File: config.mk
export PLATFORM = sky130hd
export DESIGN_NAME = one_to_n_distributor
export DESIGN_NICKNAME = d
export VERILOG_FILES = /design/src/rtl/one_to_n_distributor.sv
export SDC_FILE = /design/constraint.sdc
export NUM_CORES = 1
export LEC_CHECK = 0
export CORE_MARGIN = 5
export CORE_UTILIZATION = 27
export CTS_CLUSTER_SIZE = 30
export DETAILED_ROUTE_END_ITERATION = 10
export PLACE_DENSITY = 0.56
export SETUP_SLACK_MARGIN = 0.15
export SKIP_CTS_REPAIR_TIMING = 1
export SLEW_MARGIN = 0
export SYNTH_ARGS = -nofsm -noshare
export SYNTH_HDL_FRONTEND = slang
export SYNTH_SLANG_ARGS = --single-unit
File: constraint.sdc
create_clock -name clk -period 18.2 [get_ports clk]
set_input_delay 2.73 -clock clk [delete_from_list [all_inputs] [get_ports clk]]
set_output_delay 2.73 -clock clk [all_outputs]
set_load 0.1 [all_outputs]
File: src/rtl/one_to_n_distributor.sv
// one_to_n_distributor
//   Steers a single flit stream into N single-flit output slots. Head and
//   single flits pick their slot from the destination field. Body and tail
//   flits follow the slot locked by the head until the tail. Malformed,
//   orphan or unroutable flits are swallowed and counted.
// Ports
//   clk, rst      clock, asynchronous active-high reset
//   in_i          incoming flit, type in top HEADER_LEN bits, destination below it
//   in_valid_i    incoming flit valid
//   in_avail_o    flit can be taken this cycle (combinational on out_avail_i)
//   out_o         N output slots, slot i = out_o[FLIT_SIZE*i +: FLIT_SIZE]
//   out_valid_o   slot i holds a flit
//   out_avail_i   downstream i consumes slot i this cycle
//   err_o         one-cycle pulse after each dropped flit
//   err_cnt_o     saturating dropped-flit count
module one_to_n_distributor #(
    parameter int unsigned           N           = 8,
    parameter int unsigned           FLIT_SIZE   = 64,
    parameter int unsigned           HEADER_LEN  = 2,
    parameter logic [HEADER_LEN-1:0] HEAD_FLIT   = HEADER_LEN'(2'b01),
    parameter logic [HEADER_LEN-1:0] BODY_FLIT   = HEADER_LEN'(2'b10),
    parameter logic [HEADER_LEN-1:0] TAIL_FLIT   = HEADER_LEN'(2'b11),
    parameter logic [HEADER_LEN-1:0] SINGLE_FLIT = HEADER_LEN'(2'b00)
) (
    input  logic                   clk,
    input  logic                   rst,
    input  logic [FLIT_SIZE-1:0]   in_i,
    input  logic                   in_valid_i,
    output logic                   in_avail_o,
    output logic [FLIT_SIZE*N-1:0] out_o,
    output logic [N-1:0]           out_valid_o,
    input  logic [N-1:0]           out_avail_i,
    output logic                   err_o,
    output logic [15:0]            err_cnt_o
);

    localparam int unsigned DEST_W    = (N > 1) ? $clog2(N) : 1;
    localparam int unsigned DEST_SPAN = 1 << DEST_W;

    typedef enum logic [1:0] {
        ST_IDLE = 2'd0,
        ST_BUSY = 2'd1,
        ST_DROP = 2'd2
    } state_e;

    state_e                  state_q, state_d;
    logic [DEST_W-1:0]       lock_q, lock_d;
    logic [FLIT_SIZE-1:0]    slot_q [N];
    logic [N-1:0]            out_valid_q, out_valid_d;
    logic                    err_q, err_d;
    logic [15:0]             err_cnt_q, err_cnt_d;

    logic [HEADER_LEN-1:0]   flit_type;
    logic [DEST_W-1:0]       dest;
    logic [DEST_W-1:0]       tgt;
    logic [DEST_SPAN-1:0]    dest_ok_vec;
    logic [DEST_SPAN-1:0]    free_pad;
    logic [DEST_SPAN-1:0]    wr_mask;
    logic [N-1:0]            drain;
    logic                    avail;
    logic                    wr_en;
    logic                    drop;

    assign flit_type = in_i[FLIT_SIZE-1 -: HEADER_LEN];
    assign dest      = in_i[FLIT_SIZE-HEADER_LEN-1 -: DEST_W];
    assign drain     = out_valid_q & out_avail_i;

    // Slot free map, padded to the full destination code space so any dest indexes it.
    assign free_pad  = DEST_SPAN'(~out_valid_q | out_avail_i);

    // Destination codes at or above N are unroutable.
    for (genvar g = 0; g < DEST_SPAN; g++) begin : g_dest_ok
        assign dest_ok_vec[g] = (g < N);
    end

    // Next-state, steering and drop decision.
    always_comb begin
        state_d     = state_q;
        lock_d      = lock_q;
        tgt         = lock_q;
        avail       = 1'b0;
        wr_en       = 1'b0;
        drop        = 1'b0;
        wr_mask     = '0;
        out_valid_d = out_valid_q & ~drain;
        err_d       = 1'b0;
        err_cnt_d   = err_cnt_q;

        case (state_q)
            ST_IDLE: begin
                tgt = dest;
                if ((flit_type == SINGLE_FLIT || flit_type == HEAD_FLIT) && dest_ok_vec[dest]) begin
                    avail = free_pad[dest];
                    if (in_valid_i && avail) begin
                        wr_en = 1'b1;
                        if (flit_type == HEAD_FLIT) begin
                            lock_d  = dest;
                            state_d = ST_BUSY;
                        end
                    end
                end else begin
                    // Orphans and unroutable flits are always accepted and discarded.
                    avail = 1'b1;
                    if (in_valid_i) begin
                        drop = 1'b1;
                        if (flit_type == HEAD_FLIT) begin
                            state_d = ST_DROP;
                        end
                    end
                end
            end
            ST_BUSY: begin
                if (flit_type == BODY_FLIT || flit_type == TAIL_FLIT) begin
                    avail = free_pad[lock_q];
                    if (in_valid_i && avail) begin
                        wr_en = 1'b1;
                        if (flit_type == TAIL_FLIT) begin
                            state_d = ST_IDLE;
                        end
                    end
                end else begin
                    // A new packet start inside a packet is discarded; the lock is kept.
                    avail = 1'b1;
                    drop  = in_valid_i;
                end
            end
            ST_DROP: begin
                avail = 1'b1;
                drop  = in_valid_i;
                if (in_valid_i && flit_type == TAIL_FLIT) begin
                    state_d = ST_IDLE;
                end
            end
            default: begin
                state_d = ST_IDLE;
            end
        endcase

        if (wr_en) begin
            wr_mask = DEST_SPAN'(1) << tgt;
        end
        out_valid_d = out_valid_d | wr_mask[N-1:0];
        err_d       = drop;
        if (drop && err_cnt_q != 16'hFFFF) begin
            err_cnt_d = err_cnt_q + 16'd1;
        end
    end

    // State, slot and error registers.
    always_ff @(posedge clk or posedge rst) begin
        if (rst) begin
            state_q     <= ST_IDLE;
            lock_q      <= '0;
            out_valid_q <= '0;
            err_q       <= 1'b0;
            err_cnt_q   <= '0;
            for (int i = 0; i < N; i++) begin
                slot_q[i] <= '0;
            end
        end else begin
            state_q     <= state_d;
            lock_q      <= lock_d;
            out_valid_q <= out_valid_d;
            err_q       <= err_d;
            err_cnt_q   <= err_cnt_d;
            for (int i = 0; i < N; i++) begin
                if (wr_mask[i]) begin
                    slot_q[i] <= in_i;
                end
            end
        end
    end

    for (genvar g = 0; g < N; g++) begin : g_out
        assign out_o[FLIT_SIZE*g +: FLIT_SIZE] = slot_q[g];
    end

    assign out_valid_o = out_valid_q;
    assign err_o       = err_q;
    assign err_cnt_o   = err_cnt_q;
    assign in_avail_o  = avail & ~rst;

endmodule
==> flow_summary.yaml, run 1 <==
sta:
  whs_ns: 0.487
  slew_headroom: 0.233
  max_freq_mhz: 113
  setup_viol: 0
  tightest_slew_ns: 1.15
  slew_violations: 0
  fin_crit_sh: 0.487
  fin_tns_setup_ns: 0
  clock_skew_ns: 0.0141
  rsz0062_at_grt: "false"
  fin_crit_ns: 8.87
  final_hold_viol_count: 0
setup_path:
  end_kind: "primary output"
  worstSetupStartpointType: "input port"
  crit_arrival_ns: 6.14
  critPathKind: "in -> out"
  required_ns: 15.47
  path_max_fanout: 11
job:
  cap_violations: 0
global_routing:
  grt_pass1_wl_mm: 98.7
  antenna_found_initial: 2
  grt_max_degree: 172
  first_global_vias: 14100
  grt.total_usage: 0.158
  grt_overflow_total: 0
route:
  wl_mm: 67.2
  drt-pass1-iter-count: 4
  ant_nets: 0
  vias: 13000
  avgViaCountPerCell: 4.49
  wl_per_cell_um: 23.2
  drc_errors: 0
  drt_iter0_drc: 447
finish:
  nets: 1946
  drive_gt1_frac: 0.274
  fin_cells: 2901
  areaGrowthSynthToFinish_pct: 44.8
  finalInstanceArea_um2: 29900
  fillCellCount: 7048
synthesis:
  ys_async_sr_fraction: 1.00
  synth_cell_types: 36
  synth_top_family_by_area: "multiplexers"
  synth.top_cells.by_area: "dfrtp_1, mux2_2, mux2_1"
  synthAdderAreaFrac: 0.000606
  synth_simple_gate_area_frac: 0.0190
  ys_seq_area_frac: 0.657
  ys_ff_latch: 542
  avgSynthCellArea_um2: 16.7
  synth_flop_cell: "dfrtp_1"
  ys_warn_count: 0
  syn_inst: 1239
  syn-cell-area_um2: 20600
  syn_nets: 1315
  synth_edf_count: 0
  synthXorXnorAreaFrac: 0.00636
  synth.most_common_cell: "dfrtp_1"
  muxShareOfSynthArea: 0.292
  synth_area_leader_cell: "dfrtp_1"
  yosys.area.top_type_share: 0.657
  synth_compound_area_frac: 0.00400
  synthTopCellsByCount: "dfrtp_1, mux2_2, mux2_1"
clock_network:
  cts_max_path_buffers: 3
  clockRootBuffer: "clkbuf_16"
  clk_pin_slew_ns: 0.06
  clkLatencyLatePin_ns: 0.60
  htreeDepth: 2
  cts.sinks: 542
  cts_buffers: 60
  cts_tree: "done"
floorplanning:
  core_um2: 75800
  ios: 613
  die-area_um2: 82100
  die_height_um: 287
  start_util: 0.272
  die_w_um: 287
  rows: 101
placed_design:
  numPortBuffers: 612
  dp_hpwl_mm: 46.6
  dpl_cell_area_um2: 27800
  routabilityCongestion: 0.777
  dp_cells: 2786
worst_hold_path:
  min_path_type: "reg -> reg"
status:
  outcome: "finished clean"
## per-layer routing
| metal | up-vias | global-route usage | share of wire |
|---|---|---|---|
| li1 | 5680 | - | - |
| met1 | 6825 | 0.192 | 0.40 |
| met2 | 405 | 0.269 | 0.49 |
| met3 | 103 | 0.0488 | 0.074 |
| met4 | 0 | 0.0508 | 0.030 |
| met5 | - | 0 | 0 |
## area by class of cell
class	count	area [um2]	share of cell area
clock inverters	23	308	0.0103
well taps	978	1220	0.0409
repair buffers	632	6290	0.210
diodes	5	12.5	0.000419
flip-flops and latches	542	13600	0.454
inverters	6	26.3	0.000879
multi-input cells	628	6690	0.224
clock buffers	87	1780	0.0597
## logic make-up after synthesis
kind of cell,count (synthesis)
flops,542
mux,524
simple gates,74
buf+inv,69
xor+xnor,15
compound gates,14
fa+ha+maj,1
## flip-flops by register name, summed over array words and instances, names as in the netlist
name and flops:
lock_q 3, out_valid_o 8, state_q 2, err_o 1
err_cnt_o 16, out_o 512
## layout by cell type, fill, tap and decap left out, types with 6 or more instances in the layout
cell	netlist	layout
clkbuf_8	0	16
mux2_2	369	369
clkbuf_16	0	61
nand2_1	14	14
dfrtp_1	542	542
nor2_1	12	10
xnor2_1	9	9
clkbuf_1	9	10
buf_4	1	19
mux4_2	6	6
nand4_1	6	6
nor2b_1	9	9
bufinv_16	0	7
mux2_1	131	131
clkdlybuf4s50_1	0	612
xor2_1	6	6
nand3_1	8	8
clkinv_2	0	10
mux2_4	16	16
## worst max-delay path, stage by stage
cell,delay [ns]
clkdlybuf4s50_1,0.78
inv_2,0.28
mux4_2,0.52
mux2i_1,0.25
o21ai_0,0.16
a21oi_1,0.20
clkdlybuf4s50_1,1.21
## metrics by stage
step,util,setup WS [ns]
after floorplan,-,3.93
after detailed placement,0.367,9.36
final,0.394,9.33
after global placement,0.367,9.41
after CTS,0.394,9.36
after global routing,0.394,9.22
## final timing paths
check / startpoint / end / slack (ns) / depth (start not counted)
setup / recovery: in_i[59] / in_avail_o / 9.33 / 7
hold / removal: out_o[162] / out_o[162] / 0.49 / 1
setup reg to reg: out_valid_o[4] / out_o[124] / 13.97 / 7
hold reg to reg: out_o[162] / out_o[162] / 0.49 / 1
max in group asynchronous: rst / out_o[370] / 12.46 / 5
min in group asynchronous: rst / out_o[26] / 2.61 / 2
Power of run 1 is left out: the tool's default activity adds up to more than one toggle a clock period on the data nets, which glitch-free logic cannot reach.
==> run 2, diff against run 1 <==
--- a/config.mk
+++ b/config.mk
@@ -9,7 +9,7 @@
 export CORE_UTILIZATION = 27
 export CTS_CLUSTER_SIZE = 30
 export DETAILED_ROUTE_END_ITERATION = 10
-export PLACE_DENSITY = 0.56
+export PLACE_DENSITY = 0.54
 export SETUP_SLACK_MARGIN = 0.15
 export SKIP_CTS_REPAIR_TIMING = 1
 export SLEW_MARGIN = 0
==> constraint.sdc (replaced) <==
create_clock -name clk -period 8.9 [get_ports clk]
set_input_delay 1.335 -clock clk [delete_from_list [all_inputs] [get_ports clk]]
set_output_delay 1.335 -clock clk [all_outputs]
set_load 0.1 [all_outputs]
==> flow_summary.yaml, run 2 (synthesis results as in run 1) <==
sta:
  fin_crit_ns: 6.05
  clock_skew_ns: 0.0217
  rsz0062_at_grt: "false"
  setup_viol: 0
  fin_crit_sh: 0.679
  final_hold_viol_count: 0
  fin_tns_setup_ns: 0
  tightest_slew_ns: 1.25
  slew_headroom: 0.167
  slew_violations: 0
  max_freq_mhz: 165
  whs_ns: 0.488
clock_network:
  clkLatencyLatePin_ns: 0.61
  cts_buffers: 60
  clockRootBuffer: "clkbuf_16"
  cts.sinks: 542
  htreeDepth: 2
  cts_max_path_buffers: 3
  cts_tree: "done"
  clk_pin_slew_ns: 0.06
setup_path:
  critPathSlowestCell: "clkdlybuf4s50_1"
  cpLargestDelayFamily: "buffers and inverters"
  end_kind: "primary output"
  critical-path-max-stage-delay_ns: 1.20
  critPathKind: "in -> out"
  r2r_slack_ns: 4.78
  worst-path-buf-inv: 3
  path_max_fanout: 11
  worstSetupStartpointType: "input port"
  crit_chain: "clkdlybuf4s50_1 -> inv_2 -> mux4_2 -> mux2i_1 -> o21ai_0 -> a21oi_1 -> clkdlybuf4s50_1"
  required_ns: 7.57
  crit_arrival_ns: 4.71
  cpMostUsedCell: "clkdlybuf4s50_1"
job:
  cap_violations: 0
global_routing:
  grt_pass1_wl_mm: 100
  grt_max_degree: 71
  first_global_vias: 14000
  grt.total_usage: 0.162
  antenna_found_initial: 4
  grt_overflow_total: 0
finish:
  drive_gt1_frac: 0.275
  final_common_cell: "clkdlybuf4s50_1"
  layout.area.seq_um2: 13600
  final_cell_mix: "clkdlybuf4s50_1, dfrtp_1, mux2_2"
  fillCellCount: 7041
  nets: 1948
  largest_reg_flops: 512
  areaGrowthSynthToFinish_pct: 44.8
  multi_input_area_um2: 6690
placed_design:
  dp_hpwl_mm: 47.7
  routabilityCongestion: 0.758
  numPortBuffers: 612
route:
  ant_nets: 0
  vias: 13000
  drt_iter0_drc: 418
  wl_mm: 69.2
  wl_per_cell_um: 23.9
  avgViaCountPerCell: 4.49
  drt-pass1-iter-count: 4
  drc_errors: 0
floorplanning:
  die-area_um2: 82100
  die_w_um: 287
  rows: 101
  core_um2: 75800
  die_height_um: 287
  ios: 613
  start_util: 0.272
worst_hold_path:
  min_path_type: "reg -> reg"
status:
  outcome: "finished clean"
run 2: per-stage QoR:
step	cell area [um2]	worst slack [ns]	instances	util
floorplan	20600	-2.58	1239	-
global placement	27800	2.73	2788	0.367
detailed placement	27800	2.71	2788	0.367
CTS	29900	2.69	2896	0.394
global route	29900	2.61	2897	0.394
finish	29900	2.85	2898	0.394
run 2: worst paths after layout:
check,start,end,cells past startpoint
min in group asynchronous,rst,out_o[212],3
setup reg to reg,out_valid_o[5],out_o[8],7
setup / recovery,in_i[59],in_avail_o,7
max in group asynchronous,rst,out_o[504],6
hold reg to reg,out_o[240],out_o[240],1
hold / removal,out_o[240],out_o[240],1
run 2: routing by layer:
layer / vias up / GRT usage / wire length (um)
met3: 115 / 0.0492 / 5070
met1: 6807 / 0.195 / 27600
li1: 5665 / - / -
met4: 2 / 0.0532 / 2280
met2: 417 / 0.278 / 34200
met5: - / 0 / 13
run 2: cell type report:
type | instances | area share
Antenna cell | 2 | 0.000167
Inverter | 6 | 0.000879
Sequential cell | 542 | 0.454
Timing Repair Buffer | 634 | 0.210
Multi-Input combinational cell | 628 | 0.224
Clock inverter | 28 | 0.0131
Clock buffer | 80 | 0.0572
Tap cell | 978 | 0.0409
Power of run 2 is left out for the same reason.
==> run 3, diff against run 2 <==
--- a/config.mk
+++ b/config.mk
@@ -9,7 +9,7 @@
 export CORE_UTILIZATION = 27
 export CTS_CLUSTER_SIZE = 30
 export DETAILED_ROUTE_END_ITERATION = 10
-export PLACE_DENSITY = 0.54
+export PLACE_DENSITY = 0.56
 export SETUP_SLACK_MARGIN = 0.15
 export SKIP_CTS_REPAIR_TIMING = 1
 export SLEW_MARGIN = 0
==> constraint.sdc (replaced) <==
create_clock -name clk -period 5.4 [get_ports clk]
set_input_delay 0.81 -clock clk [delete_from_list [all_inputs] [get_ports clk]]
set_output_delay 0.81 -clock clk [all_outputs]
set_load 0.1 [all_outputs]
==> flow_summary.yaml, run 3 (synthesis results as in run 1) <==
setup_path:
  path_max_fanout: 23
  critical-path-max-stage-delay_ns: 0.88
  critPathKind: "in -> reg"
  crit_chain: "clkdlybuf4s50_1 -> nor2b_1 -> mux4_2 -> mux2i_1 -> a31oi_1 -> or3_4 -> buf_4 -> mux2_1"
  required_ns: 5.87
  worst-path-buf-inv: 2
  worstSetupStartpointType: "input port"
  r2r_slack_ns: 1.79
  cpLargestDelayFamily: "simple AND/OR/NAND/NOR gates"
  critPathSlowestCell: "a31oi_1"
  crit_arrival_ns: 4.33
  end_kind: "flop"
global_routing:
  grt.total_usage: 0.157
  first_global_vias: 14000
  grt_max_degree: 167
  grt_overflow_total: 0
  grt_pass1_wl_mm: 98.0
  antenna_found_initial: 4
clock_network:
  clkLatencyLatePin_ns: 0.60
  cts_buffers: 61
  clk_pin_slew_ns: 0.05
  htreeDepth: 2
  cts_tree: "done"
  cts.sinks: 542
  clockRootBuffer: "clkbuf_16"
  cts_max_path_buffers: 3
placed_design:
  post-place-ws_ns: 0.829
  routabilityCongestion: 0.784
  numPortBuffers: 612
  dp_hpwl_mm: 46.5
sta:
  final_hold_viol_count: 0
  tightest_slew_ns: 1.10
  slew_violations: 0
  slew_headroom: 0.261
  fin_crit_ns: 3.85
  max_freq_mhz: 259
  fin_tns_setup_ns: 0
  fin_crit_sh: 0.714
  rsz0062_at_grt: "false"
  setup_ws_ns: 1.55
  clock_skew_ns: 0.0170
  setup_viol: 0
floorplanning:
  die_w_um: 287
  core_um2: 75800
  die-area_um2: 82100
  ios: 613
  die_height_um: 287
  rows: 101
  start_util: 0.272
worst_hold_path:
  min_path_type: "reg -> reg"
route:
  vias: 13100
  drt-pass1-iter-count: 5
  avgViaCountPerCell: 4.53
  drt_iter0_drc: 457
  drc_errors: 0
  wl_mm: 66.9
  wl_per_cell_um: 23.1
  ant_nets: 0
finish:
  final_cell_mix: "clkdlybuf4s50_1, dfrtp_1, mux2_2"
  areaGrowthSynthToFinish_pct: 44.8
  final_common_cell: "clkdlybuf4s50_1"
  drive_gt1_frac: 0.274
  layout.area.seq_um2: 13600
  multi_input_area_um2: 6690
  nets: 1953
  largest_reg_flops: 512
  fillCellCount: 7063
job:
  cap_violations: 0
status:
  outcome: "finished clean"
run 3: cell count changes in the layout (fill, tap and decap cells not counted), sizes merged:
cell,delta
bufinv,-6
clkinv,-4
diode,+1
buf,+5
inv,-1
clkdlybuf4s50,-1
clkinvlp,+1
clkbuf,+8
run 3: final timing paths:
path,start,to,cells past startpoint
setup reg to reg,out_valid_o[4],out_o[232],7
max in group asynchronous,rst,out_o[69],4
setup / recovery,out_avail_i[4],out_o[232],8
min in group asynchronous,rst,state_q[1],3
hold reg to reg,out_o[195],out_o[195],1
hold / removal,out_o[195],out_o[195],1
run 3: cell type report:
cell class                 instances  area share
sequential                       542       0.454
multi-input combinational        628       0.224
timing repair buffer             638       0.214
clock buffer                      88      0.0599
tap                              978      0.0409
clock inverter                    18     0.00628
inverter                           6    0.000879
antenna                            3    0.000251
run 3: worst reg2reg max path: stages, from the launching register on:
cell and delay, ns:
dfrtp_1 0.34, nor2b_1 0.48, mux4_2 0.36, mux2i_1 0.12, a31oi_1 0.88, or3_4 0.59, buf_4 0.37, mux2_1 0.35
run 3: through the flow:
stage	utilization	hold WS (ns)	cell area, um2	cells
final	0.394	0.489	29900	2901
after global routing	0.394	0.498	29900	2899
after CTS	0.394	0.493	29900	2898
after detailed placement	0.368	0.480	27900	2792
after global placement	0.368	0.473	27900	2792
after floorplan	-	0.582	20600	1239
run 3: routing by layer:
metal	up-vias	track usage	wire, um
met5	-	0	0
met4	0	0.0572	2440
met3	122	0.0438	4620
met2	424	0.267	32900
met1	6914	0.192	26900
li1	5669	-	-
Power of run 3 is left out for the same reason.
